--- src/rtl/pipe_pkg.sv ---
// Shared types for the pipeline controller and the hazard detector:
// stall codes, strobe bundle and the stall-code decoder.
package pipe_pkg;

  typedef enum logic [1:0] {
    STALL_NONE    = 2'b00,
    STALL_DATA    = 2'b01,
    STALL_CTRL    = 2'b10,
    STALL_DATA_IF = 2'b11
  } stall_e;

  localparam logic [31:0] NOP_INSN = 32'h0000_0013;

  typedef struct packed {
    logic pc_en;
    logic if_id_en;
    logic if_id_flush;
    logic id_ex_flush;
  } strobe_t;

  localparam strobe_t STROBE_RUN     = '{pc_en: 1'b1, if_id_en: 1'b1, if_id_flush: 1'b0, id_ex_flush: 1'b0};
  localparam strobe_t STROBE_DATA    = '{pc_en: 1'b0, if_id_en: 1'b0, if_id_flush: 1'b0, id_ex_flush: 1'b1};
  localparam strobe_t STROBE_CTRL    = '{pc_en: 1'b1, if_id_en: 1'b1, if_id_flush: 1'b1, id_ex_flush: 1'b1};
  localparam strobe_t STROBE_DATA_IF = '{pc_en: 1'b0, if_id_en: 1'b1, if_id_flush: 1'b1, id_ex_flush: 1'b0};
  localparam strobe_t STROBE_RESET   = '{pc_en: 1'b0, if_id_en: 1'b0, if_id_flush: 1'b1, id_ex_flush: 1'b1};

  function automatic strobe_t decode_stall(input stall_e code);
    strobe_t s;
    s = STROBE_RUN;
    case (code)
      STALL_NONE:    s = STROBE_RUN;
      STALL_DATA:    s = STROBE_DATA;
      STALL_CTRL:    s = STROBE_CTRL;
      STALL_DATA_IF: s = STROBE_DATA_IF;
      default:       s = STROBE_RUN;
    endcase
    return s;
  endfunction

endpackage

--- src/rtl/perf_cnt.sv ---
// Wrapping performance counter; a clear beats an increment in the same cycle.
module perf_cnt #(
  parameter int CNT_WIDTH = 32
) (
  input  logic                 clk_i,
  input  logic                 rst_i,
  input  logic                 inc_i,
  input  logic                 clr_i,
  output logic [CNT_WIDTH-1:0] cnt_o
);

  always_ff @(posedge clk_i or posedge rst_i) begin
    if (rst_i) begin
      cnt_o <= '0;
    end else if (clr_i) begin
      cnt_o <= '0;
    end else if (inc_i) begin
      cnt_o <= cnt_o + CNT_WIDTH'(1);
    end
  end

endmodule

--- src/rtl/pipe_ctrl.sv ---
// Pipeline controller: decodes hazard stall codes into PC / IF-ID / ID-EX
// strobes, tracks per-stage valid bits and keeps the performance counters.
module pipe_ctrl
  import pipe_pkg::*;
#(
  parameter int CNT_WIDTH = 32
) (
  input  logic                 clk_i,
  input  logic                 rst_i,
  input  logic [1:0]           stall_i,
  input  logic                 cnt_clr_i,
  output logic                 pc_en_o,
  output logic                 if_id_en_o,
  output logic                 if_id_flush_o,
  output logic                 id_ex_flush_o,
  output logic                 id_vld_o,
  output logic                 ex_vld_o,
  output logic                 mem_vld_o,
  output logic                 wb_vld_o,
  output logic                 retire_o,
  output logic [CNT_WIDTH-1:0] cycle_cnt_o,
  output logic [CNT_WIDTH-1:0] instret_cnt_o,
  output logic [CNT_WIDTH-1:0] dstall_cnt_o,
  output logic [CNT_WIDTH-1:0] flush_cnt_o
);

  stall_e  code;
  strobe_t strb;
  logic    id_q, ex_q, mem_q, wb_q;
  logic    dstall_inc, flush_inc;

  assign code = stall_e'(stall_i);

  // Reset forces a frozen PC and bubbles into both pipeline registers.
  always_comb begin
    strb = decode_stall(code);
    if (rst_i) begin
      strb = STROBE_RESET;
    end
  end

  assign pc_en_o       = strb.pc_en;
  assign if_id_en_o    = strb.if_id_en;
  assign if_id_flush_o = strb.if_id_flush;
  assign id_ex_flush_o = strb.id_ex_flush;

  always_ff @(posedge clk_i or posedge rst_i) begin
    if (rst_i) begin
      id_q  <= 1'b0;
      ex_q  <= 1'b0;
      mem_q <= 1'b0;
      wb_q  <= 1'b0;
    end else begin
      id_q  <= strb.if_id_flush ? 1'b0 : (strb.if_id_en ? 1'b1 : id_q);
      ex_q  <= strb.id_ex_flush ? 1'b0 : id_q;
      mem_q <= ex_q;
      wb_q  <= mem_q;
    end
  end

  assign id_vld_o  = id_q;
  assign ex_vld_o  = ex_q;
  assign mem_vld_o = mem_q;
  assign wb_vld_o  = wb_q;
  assign retire_o  = wb_q;

  assign dstall_inc = (code == STALL_DATA) || (code == STALL_DATA_IF);
  assign flush_inc  = (code == STALL_CTRL);

  perf_cnt #(.CNT_WIDTH(CNT_WIDTH)) u_cycle_cnt (
    .clk_i(clk_i), .rst_i(rst_i), .inc_i(1'b1), .clr_i(cnt_clr_i), .cnt_o(cycle_cnt_o)
  );

  perf_cnt #(.CNT_WIDTH(CNT_WIDTH)) u_instret_cnt (
    .clk_i(clk_i), .rst_i(rst_i), .inc_i(wb_q), .clr_i(cnt_clr_i), .cnt_o(instret_cnt_o)
  );

  perf_cnt #(.CNT_WIDTH(CNT_WIDTH)) u_dstall_cnt (
    .clk_i(clk_i), .rst_i(rst_i), .inc_i(dstall_inc), .clr_i(cnt_clr_i), .cnt_o(dstall_cnt_o)
  );

  perf_cnt #(.CNT_WIDTH(CNT_WIDTH)) u_flush_cnt (
    .clk_i(clk_i), .rst_i(rst_i), .inc_i(flush_inc), .clr_i(cnt_clr_i), .cnt_o(flush_cnt_o)
  );

endmodule

--- config.mk ---
export PLATFORM = sky130hd
export DESIGN_NAME = pipe_ctrl
export DESIGN_NICKNAME = d
export VERILOG_FILES = /design/src/rtl/pipe_pkg.sv /design/src/rtl/perf_cnt.sv /design/src/rtl/pipe_ctrl.sv
export SDC_FILE = /design/constraint.sdc
export NUM_CORES = 1
export LEC_CHECK = 0
export ABC_AREA = 1
export CAP_MARGIN = 20
export CORE_MARGIN = 1
export CORE_UTILIZATION = 45
export DETAILED_ROUTE_END_ITERATION = 16
export PLACE_DENSITY = 0.73
export SLEW_MARGIN = 20
export SYNTH_ARGS = -nofsm -noshare
export SYNTH_HDL_FRONTEND = slang
export SYNTH_SLANG_ARGS = --single-unit
--- constraint.sdc ---
create_clock -name clk_i -period 3.7 [get_ports clk_i]
set_input_delay 0.37 -clock clk_i [delete_from_list [all_inputs] [get_ports clk_i]]
set_output_delay 0.37 -clock clk_i [all_outputs]
set_load 0.05 [all_outputs]
**Yosys cells after proc, flatten, opt, wreduce, memory -nomap -nowiden**

Index checks and enable logic that the tools add are counted.

- Equal/unequal tests: 3
- $add $sub $neg: 4
- Muxes and demuxes: 12
- Reduce and logical (&&, ||, !) cells: 6

Operators with widths:

| cell | count |
|---|---|
| $mux 32 | 7 |
| $add 32x1->32 const B | 4 |
| $pmux 4 s4 | 1 |
| $reduce_bool 2->1 | 4 |
| $eq 2x2->1 const B | 2 |
| $mux 4 | 1 |
| $mux 1 | 3 |
| $eq 2x1->1 const B | 1 |
| $logic_not 2->1 | 1 |
| $logic_or 1x1->1 | 1 |

- Logic and storage cells: 33
- Output and inout port bits: 137
- Input bits: 5
- Register bits: 132

**Depth between registers and ports, before layout**

- Word-level depth: 5
- Depth in mapped cells: 11
- Depth with buffers taken out: 10

**Modules after synthesis**

Synthesis repeated with hierarchy kept, for this count alone.

- Cells, all modules: 1104
- Area total of the unflattened synthesis: 7751.2 sq um

Modules (own cells, without submodules):

| module | sequential area each (sq um) | cells each | area each (sq um) | times used |
|---|---|---|---|---|
| perf_cnt | 800.8 | 270 | 1881.8 | 4 |
| pipe_ctrl | 100.1 | 24 | 224.0 | 1 |

**Worst setup path before layout**

No wires, ideal clock.

- Path kind: register -> register
- Start point: register u_flush_cnt.cnt_o[1]
- End point: register u_flush_cnt.cnt_o[18]
- Data required time: 3.581 ns
- Buffers on the path: 0
- Clock period less this slack: 1.808 ns
- Cell stages (with the launch flop): 10
- Slack: 1.892 ns
- Data arrival time: 1.689 ns
- Setup time: 0.119 ns
- Path through: dfrtp_1 ha_1 nand2_1 nor2_2 nand3_4 nor2_4 and2_1 nand2_1 nand2_1 nor2_1

- Longest elaborated chain between the ends: 3

RTL lines:

| element | RTL line | source |
|---|---|---|
| start, declared | perf_cnt.sv:9 | `output logic [CNT_WIDTH-1:0] cnt_o` |
| start signal, assigned | perf_cnt.sv:18 | `cnt_o <= cnt_o + CNT_WIDTH'(1);` |
| $add 32x1->32 | perf_cnt.sv:18 |  |
| $mux 32 | perf_cnt.sv:17 | `end else if (inc_i) begin` |
| $mux 32 | perf_cnt.sv:15 | `end else if (clr_i) begin` |

Every way passes these cells. The select of a mux whose other input is x is not followed.
A chain may end at the register's enable or synchronous reset.

**Worst setup path in the final report**

- Start point: input stall_i[0]
- End point: output if_id_flush_o

- Longest elaborated chain between the ends: 3
- Elaborated cells between the ends (all ways): 6
- Those cells by class: 3 x eq/ne; 2 x mux; 1 x reduce/logical

RTL lines:

| element | RTL line | source |
|---|---|---|
| start, declared | pipe_ctrl.sv:10 | `input logic [1:0] stall_i,` |
| $eq 2x2->1 (tied with other cells) | pipe_pkg.sv:30 | `case (code)` |
| $pmux 4 s4 * | pipe_pkg.sv:30 |  |
| $mux 4 * | pipe_ctrl.sv:37 | `if (rst_i) begin` |
| end, declared | pipe_ctrl.sv:14 | `output logic if_id_flush_o,` |

Mark *: on every way between the ends. The rest lies on a longest branch, timed or not.

==> flow_summary.ini <==
[status]
outcome = finished, final reports clean

[sta]
setup_viol = 0
rsz0062_at_grt = false
min_period_ns = 2.793
finalMaxSlewViolations = 0
relSlewSlack = 0.4580
fin_tns_setup_ns = 0
timing.hold.ws_ns = 0.3764
period_share = 0.7549
tightest_slew_ns = 0.8130
final_hold_viol_count = 0
fin_ws_ns = 0.9069
max_freq_mhz = 358.0
fin_worst_skew_ns = 0.008507

[synthesis]
yosys_warnings = 0
synth_fp_nets = 1127
syn_inst = 1114
seq_area_frac_synth = 0.4272
syn_avg_cell_area_um2 = 6.941
ys_ff_latch = 132
synth.distinct_cells = 35
synth_area_um2 = 7732

[route]
wirelength_um = 20250
vias = 7583
ant_nets = 0
drt-pass1-iter-count = 5
detail_route.wl_per_cell_um = 13.57
route.detailed.drc = 0
drt-initial-drc-count = 520
vias_per_cell = 5.082

[grt]
gr-total-overflow = 0
grt_max_degree = 65
grt_usage = 0.2415
grt_first_pass_wirelength_um = 34160
first_global_vias = 6889
antenna_found_initial = 0

[cts]
cts_buffers = 17
insertion_delay_ns = 0.43
cts_resized = 0
path_clk_slew_ns = 0.06
cts_sinks = 132
htree_levels = 4
cts-root-buf = clkbuf_16
cts.path.max_buffers = 2
cts_hold_buf = 0
cts_setup_buffers = 0
tritoncts = done

[layout]
instances_no_fill = 1492
num_antenna_cells = 0
nets = 1272
regArea_um2 = 3303
final_cell_mix = 281 x nand2_1, 218 x nor2_1, 147 x inv_1, 141 x clkdlybuf4s50_1, 132 x dfrtp_1
final_area_um2 = 9981
final_core_util = 0.5976
area_delta_synth_final_pct = 29.08
fillCellCount = 1563
multiInputGateArea_um2 = 3754
drive_gt1_frac = 0.06761
mostFrequentLayoutCell = nand2_1

[floorplan]
io_pins = 142
start_util = 0.4630
dieHeight_um = 133.1
die_w_um = 133.1
core_area_um2 = 16700
rows = 47
die-area_um2 = 17710

[setup_path]
critPathKind = in -> out
cp_data_required_time_ns = 3.33
cp.arrival_ns = 2.42
path_max_fanout = 9
endpoint_kind = primary output
start_kind = input pin

[hold_path]
hp-class = reg -> reg

[place]
place_congestion = 0.8928
dp_slack_ns = 0.9018
placed_cells = 1460
place_hpwl_um = 14530
dpl_cell_area_um2 = 9373
portBuffers = 141

[pwr]
fin_total_pwr_mw = 3.394
p_per_area_nw_per_um2 = 340.0
p_leak_nw = 4.257
ir_drop_uv = 315.3

[job]
drv_cap = 0
registers in the layout, indices dropped and copies added, names as in the netlist:
name	count
u_cycle_cnt.cnt_o	32
u_dstall_cnt.cnt_o	32
u_flush_cnt.cnt_o	32
u_instret_cnt.cnt_o	32
ex_vld_o	1
id_vld_o	1
mem_vld_o	1
retire_o	1
final cells by class:
type / instances / share of cell area
Inverter: 152 / 0.05754
Multi-Input combinational cell: 811 / 0.3761
Clock buffer: 17 / 0.04262
Timing Repair Buffer: 145 / 0.1469
Sequential cell: 132 / 0.3310
Clock inverter: 15 / 0.01830
Tap cell: 220 / 0.02758
power breakdown:
part | switching [mW] | internal (mW) | total [mW] | leakage [nW]
combinational | 0.132 | 0.0478 | 0.180 | 2.13
clock | 0.687 | 1.06 | 1.75 | 0.286
sequential | 0.0116 | 1.45 | 1.46 | 1.84
total | 0.830 | 2.56 | 3.39 | 4.26
critical path, stage by stage:
cell and delay [ns]:
clkdlybuf4s50_1 0.45, inv_1 0.11, ha_1 0.42, inv_2 0.14
nand2_1 0.12, clkdlybuf4s50_1 0.82
layer usage:
layer  track usage  wire length (um)  vias up
met1        0.3333              9284     3454
met4       0.09579               457        0
li1              -                 -     3819
met2        0.3720              9296      269
met3       0.04713              1212       41
met5             0                 0        -
worst paths after layout:
path | slack, ns | to | cells past startpoint | start
setup / recovery | 0.91 | if_id_flush_o | 6 | stall_i[0]
hold / removal | 0.38 | retire_o | 0 | mem_vld_o
hold reg to reg | 0.38 | retire_o | 0 | mem_vld_o
min in group asynchronous | 0.43 | u_flush_cnt.cnt_o[11] | 2 | rst_i
max in group asynchronous | 2.29 | u_instret_cnt.cnt_o[16] | 3 | rst_i
setup reg to reg | 1.79 | u_instret_cnt.cnt_o[16] | 8 | u_instret_cnt.cnt_o[0]
cell families after synthesis:
kind of cell | Yosys count | share of synthesized area
flip-flops | 132 | 0.4272
adder cells (fa/ha/maj) | 8 | 0.01295
AO/OA/AOI/OAI | 120 | 0.07913
AND/OR/NAND/NOR | 678 | 0.3877
XOR/XNOR | 5 | 0.005664
buffers and inverters | 171 | 0.08738
synthesized netlist by cell type (all sizes together):
master  number  share of area
inv        152          0.074
clkbuf      10         0.0063
nor3b        3         0.0036
nor3        38          0.029
a31o         1         0.0011
nand3       80          0.059
nand4       22          0.018
xnor2        2         0.0023
ha           8          0.013
nor2       241           0.13
o21a         2         0.0019
and2         3         0.0024
a211oi       1        0.00097
nand2      288           0.14
o21ai       49          0.032
or2          1        0.00081
a21oi       67          0.043
xor2         3         0.0034
dfrtp      132           0.43
nand3b       1        0.00097
and3         1        0.00081
buf          9         0.0073
Note: power is estimated with default switching activity, not from simulation.
